### config.mk
export PLATFORM = sky130hd
export DESIGN_NAME = teclado_clave
export DESIGN_NICKNAME = d
export VERILOG_FILES = /design/src/rtl/teclado_clave.sv
export SDC_FILE = /design/constraint.sdc
export NUM_CORES = 1
export LEC_CHECK = 0
export ABC_AREA = 1
export BUFFER_PORTS_ARGS = -buffer_cell sky130_fd_sc_hd__buf_2
export CELL_PAD_IN_SITES_DETAIL_PLACEMENT = 1
export CELL_PAD_IN_SITES_GLOBAL_PLACEMENT = 1
export CORE_MARGIN = 3
export CORE_UTILIZATION = 38
export DETAILED_ROUTE_END_ITERATION = 10
export GPL_TIMING_DRIVEN = 0
export PLACE_DENSITY_LB_ADDON = 0.3
export SYNTH_ARGS = -nofsm -noshare
export SYNTH_HDL_FRONTEND = slang
export SYNTH_SLANG_ARGS = --single-unit
export TNS_END_PERCENT = 5
### constraint.sdc
create_clock -name clk -period 1.8 [get_ports clk]
set_clock_uncertainty 0.15 [all_clocks]
set_input_delay 0.27 -clock clk [delete_from_list [all_inputs] [get_ports clk]]
set_output_delay 0.27 -clock clk [all_outputs]
set_load 0.005 [all_outputs]
### src/rtl/teclado_clave.sv
// Keypad PIN collector for the parking-gate controller: gathers up to four BCD
// digits while a vehicle is present and presents them as a 16-bit PIN on ENTER.
module teclado_clave #(
  parameter int unsigned TIMEOUT_CICLOS = 200,
  parameter int unsigned ANCHO_TIMER    = 8,
  parameter logic [3:0]  TECLA_BORRAR   = 4'hA,
  parameter logic [3:0]  TECLA_ENTER    = 4'hB
) (
  input  logic        clk,
  input  logic        reset,
  input  logic        llegado_vehiculo,
  input  logic        tecla_valida,
  input  logic [3:0]  tecla,
  output logic [15:0] clave_ingresada,
  output logic        clave_lista,
  output logic [2:0]  digitos,
  output logic        error_tecla,
  output logic        tiempo_agotado
);

  localparam int unsigned ANCHO_CLAVE = 16;
  localparam int unsigned ANCHO_DIG   = 3;
  localparam logic [ANCHO_TIMER-1:0] TIMER_FIN = ANCHO_TIMER'(TIMEOUT_CICLOS - 1);

  typedef enum logic [1:0] {
    ESPERA  = 2'd0,
    CAPTURA = 2'd1,
    LLENO   = 2'd2,
    ENVIAR  = 2'd3
  } estado_t;

  estado_t                 state_q, state_d;
  logic [ANCHO_CLAVE-1:0]  buffer_q, buffer_d;
  logic [ANCHO_CLAVE-1:0]  clave_q, clave_d;
  logic [ANCHO_DIG-1:0]    digitos_q, digitos_d;
  logic [ANCHO_TIMER-1:0]  timer_q, timer_d;
  logic                    lista_q, lista_d;
  logic                    error_q, error_d;
  logic                    tiempo_q, tiempo_d;

  logic es_digito_c;
  logic es_borrar_c;
  logic es_enter_c;
  logic timer_activo_c;
  logic expira_c;

  // Key decode and inactivity-timer status
  always_comb begin
    es_digito_c    = (tecla < 4'd10);
    es_borrar_c    = (tecla == TECLA_BORRAR);
    es_enter_c     = (tecla == TECLA_ENTER);
    timer_activo_c = ((state_q == CAPTURA) || (state_q == LLENO)) && (digitos_q != 3'd0);
    expira_c       = timer_activo_c && !tecla_valida && (timer_q == TIMER_FIN);
  end

  // Next-state and registered-output logic
  always_comb begin
    state_d   = state_q;
    buffer_d  = buffer_q;
    clave_d   = clave_q;
    digitos_d = digitos_q;
    timer_d   = '0;
    lista_d   = 1'b0;
    error_d   = 1'b0;
    tiempo_d  = 1'b0;

    unique case (state_q)
      ESPERA: begin
        if (llegado_vehiculo) begin
          state_d   = CAPTURA;
          buffer_d  = '0;
          digitos_d = '0;
        end
      end

      CAPTURA: begin
        if (tecla_valida) begin
          if (es_digito_c) begin
            buffer_d  = {buffer_q[11:0], tecla};
            digitos_d = digitos_q + 3'd1;
            if (digitos_q == 3'd3) begin
              state_d = LLENO;
            end
          end else if (es_borrar_c) begin
            buffer_d  = '0;
            digitos_d = '0;
          end else if (es_enter_c) begin
            // Short entry: rejected and discarded
            error_d   = 1'b1;
            buffer_d  = '0;
            digitos_d = '0;
          end else begin
            error_d = 1'b1;
          end
        end else if (expira_c) begin
          buffer_d  = '0;
          digitos_d = '0;
          tiempo_d  = 1'b1;
        end else if (timer_activo_c) begin
          timer_d = timer_q + ANCHO_TIMER'(1);
        end
      end

      LLENO: begin
        if (tecla_valida) begin
          if (es_borrar_c) begin
            buffer_d  = '0;
            digitos_d = '0;
            state_d   = CAPTURA;
          end else if (es_enter_c) begin
            // PIN and strobe become visible during the ENVIAR cycle
            state_d = ENVIAR;
            clave_d = buffer_q;
            lista_d = 1'b1;
          end else begin
            error_d = 1'b1;
          end
        end else if (expira_c) begin
          buffer_d  = '0;
          digitos_d = '0;
          tiempo_d  = 1'b1;
          state_d   = CAPTURA;
        end else begin
          timer_d = timer_q + ANCHO_TIMER'(1);
        end
      end

      ENVIAR: begin
        buffer_d  = '0;
        digitos_d = '0;
        state_d   = CAPTURA;
      end

      default: begin
        state_d = ESPERA;
      end
    endcase

    // Vehicle departure overrides everything, including ENTER and timeout
    if (!llegado_vehiculo && (state_q != ESPERA)) begin
      state_d   = ESPERA;
      buffer_d  = '0;
      digitos_d = '0;
      timer_d   = '0;
      clave_d   = clave_q;
      lista_d   = 1'b0;
      error_d   = 1'b0;
      tiempo_d  = 1'b0;
    end
  end

  always_ff @(posedge clk or negedge reset) begin
    if (!reset) begin
      state_q   <= ESPERA;
      buffer_q  <= '0;
      clave_q   <= '0;
      digitos_q <= '0;
      timer_q   <= '0;
      lista_q   <= 1'b0;
      error_q   <= 1'b0;
      tiempo_q  <= 1'b0;
    end else begin
      state_q   <= state_d;
      buffer_q  <= buffer_d;
      clave_q   <= clave_d;
      digitos_q <= digitos_d;
      timer_q   <= timer_d;
      lista_q   <= lista_d;
      error_q   <= error_d;
      tiempo_q  <= tiempo_d;
    end
  end

  assign clave_ingresada = clave_q;
  assign clave_lista     = lista_q;
  assign digitos         = digitos_q;
  assign error_tecla     = error_q;
  assign tiempo_agotado  = tiempo_q;

endmodule
==> metrics.txt <==
final worst-path cycle share=109%; GRT Total Usage=19.1%; clock slew at reported path FFs=0.10 ns; DR vias/cell=5.00; Synthesized Nets=337; peak supply drop=0.458 mV; Req. time, crit path=1.85 ns; DRC=0; cell total after placement=425; Via Count=2239; setup violators final=39; final hold violation count=0; flop and latch count out of synthesis=48; Setup WS pre-CTS=-0.243 ns; Iter 0 DRT Violations=69; post-DR wirelength/cell=15.4 um; later-pin clock latency in the skew report=0.31 ns; CP Launch Type=flop; Num CTS Buffers=5; post-synth cell types=30; Max Cap Viol=0; synth warn=0; CP max FO=7; clock root buffer=clkbuf_8; share of layout cells above drive strength 1=24.9%; Cell Count, Final, Fillers Out=448; diode count=0; initial antenna violation count=0; area grow syn2layout=24.4%; DRT Pass-1 Iters=4; Die Y=87.1 um; Final ANT Viol Nets=0; final worst setup slack=-0.162 ns; pwr/cell area=907 nW/um2; CTS tree=yes; Mapped Cells=322; die width=87.1 um; failing checks=setup timing; HPWL after DPL=4500 um; Avg Cell Area, Syn=7.75 um2; Slew @ Worst Pin=1.10 ns; RD Place Congestion=0.800; vias in the first global route=2385; outcome=complete, but fails checks; worst setup path class=reg2reg; initial core utilization=40.7%; Post-Route WL=6880 um; crit end category=flop; largest net degree at the start of global routing=49; row cnt=28; Final Net Count=387; GR Overflow Total=0; first-pass GRT wire length=11400 um; CTS max path bufs=2; fmax=510 MHz; max-slew violations=0; Num Clock Sinks=48; Period minus WS final=1.96 ns; RSZ-0062 raised after global routing=yes; HP Class=in2async; core area=6130 um2; num ports=30; Seq/Total Area, Yosys=48.1%; P_leak=1.60 nW; CTS H-tree lvls=2; CTS Hold Bufs=0; Post-Synthesis Cell Area=2500 um2; Die ar.=7580 um2; IO Port Bufs=28; CP arrival=2.01 ns; relative slew slack=26.5%
## placed cells by master, fill, tap and decap left out, types with 2 or more instances in the layout
cell        count
nand2_1       157
dfrtp_1        48
buf_2          29
nor2_1         16
inv_1          13
buf_4          13
o21ai_0         9
o21ai_1         9
nand3_1         8
inv_2           7
buf_6           7
clkbuf_8        6
nor2_4          4
ha_1            4
nor3_1          3
nand3_4         3
xor2_1          3
o21ai_2         3
xnor2_1         2
clkinvlp_4      2
inv_4           2
nor2_2          2
nand4_1         2
nand2_2         2
ha_2            2
## routing by layer
layer	routed length, um	vias to the layer above	track usage (%)
met2	3490	27	33.5
met4	85	0	4.53
met5	0	-	0
met1	3090	1103	24.3
li1	-	1101	-
met3	226	8	3.50
## logic make-up (layout without fill, tap and decap cells)
family	Yosys count	after routing	share of synthesized area, %
AND/OR/NAND/NOR	202	202	33.8
flip-flops	48	48	48.1
buffers and inverters	32	83	6.37
AO/OA/AOI/OAI	28	28	6.42
adder cells (fa/ha/maj)	7	7	3.51
XOR/XNOR	5	5	1.75
## worst paths after layout
| kind | start | end | slack (ns) | cells past startpoint |
|---|---|---|---|---|
| min in group clk | tecla_valida | error_tecla | 0.14 | 3 |
| max in group asynchronous | reset | clave_ingresada[4] | 0.80 | 1 |
| hold / removal | reset | error_tecla | 0.006 | 1 |
| setup reg to reg | state_q[1] | buffer_q[14] | -0.16 | 10 |
| hold reg to reg | timer_q[0] | timer_q[0] | 0.31 | 1 |
| setup / recovery | state_q[1] | buffer_q[14] | -0.16 | 10 |
## stage by stage
stage          TNS [ns]  total power [W]  util (%)  hold slack (ns)  area, um2
3_3_place_gp      -4.48          0.00184      44.5            0.298       2730
3_5_place_dp      -6.14          0.00185      44.5            0.310       2730
4_1_cts           -1.91          0.00275      49.3           0.0562       3020
5_1_grt           -7.09          0.00296      50.7           0.0932       3110
2_1_floorplan         0          0.00164         -           -0.176       2500
6_report          -3.07          0.00282      50.7          0.00578       3110
## worst max-delay path, cell delays in order (launching register included)
cell and delay (ns):
dfrtp_1 0.43, inv_2 0.08, ha_4 0.27, clkinvlp_4 0.11, a21oi_4 0.20, nand3_4 0.14
nand2_8 0.12, clkbuf_16 0.15, o21ai_1 0.06, nand2_1 0.07, nand2_1 0.05
## state kept, by name, indices dropped and copies added (netlist names)
name	cells
buffer_q	16
tiempo_agotado	1
clave_ingresada	16
digitos	3
clave_lista	1
timer_q	8
state_q	2
error_tecla	1
## power by group
group	internal (W)	switching (W)	total [W]
logic	0.000370	0.000601	0.000971
clock network	0.000313	0.000381	0.000694
registers	0.00111	0.0000361	0.00115
## what timing repair did
action / 4_1_cts / 5_1_grt
resized for setup: 27 / 14
cloned: 1 / 1
endpoints found under the setup margin: 45 / 43
setup buffers: 12 / 1
pin swaps: 6 / 16
## synth_stat cells
library cell  number  area (um2)
a21oi_1            2        10.0
a21oi_2            1        8.76
and3_1             1        6.26
buf_2              2        10.0
buf_4              3        22.5
buf_6              3        33.8
clkbuf_1           1        3.75
dfrtp_1           48        1200
ha_1               7        87.6
inv_1             18        67.6
inv_2              4        15.0
inv_4              1        6.26
nand2_1          158         593
nand2_2            3        18.8
nand3_1            8        40.0
nand3_2            3        30.0
nand3b_1           1        7.51
nand4_1            2        12.5
nor2_1            17        63.8
nor2_2             3        18.8
nor2_4             2        22.5
nor3_1             3        15.0
nor3_4             1        16.3
o2111ai_1          1        8.76
o2111ai_2          1        15.0
o21ai_0           13        65.1
o21ai_1            9        45.0
o21bai_1           1        7.51
xnor2_1            2        17.5
xor2_1             3        26.3
## final cells by class
type / count / area (um2)
plain buffers: 9 / 81.3
clock buffers: 7 / 86.3
clock inverters: 1 / 7.51
fillers: 778 / 3030
inverters: 23 / 95.1
multi-input cells: 242 / 1250
flip-flops and latches: 48 / 1200
well taps: 75 / 93.8
repair buffers: 43 / 285
(Power assumes the default switching activity.)
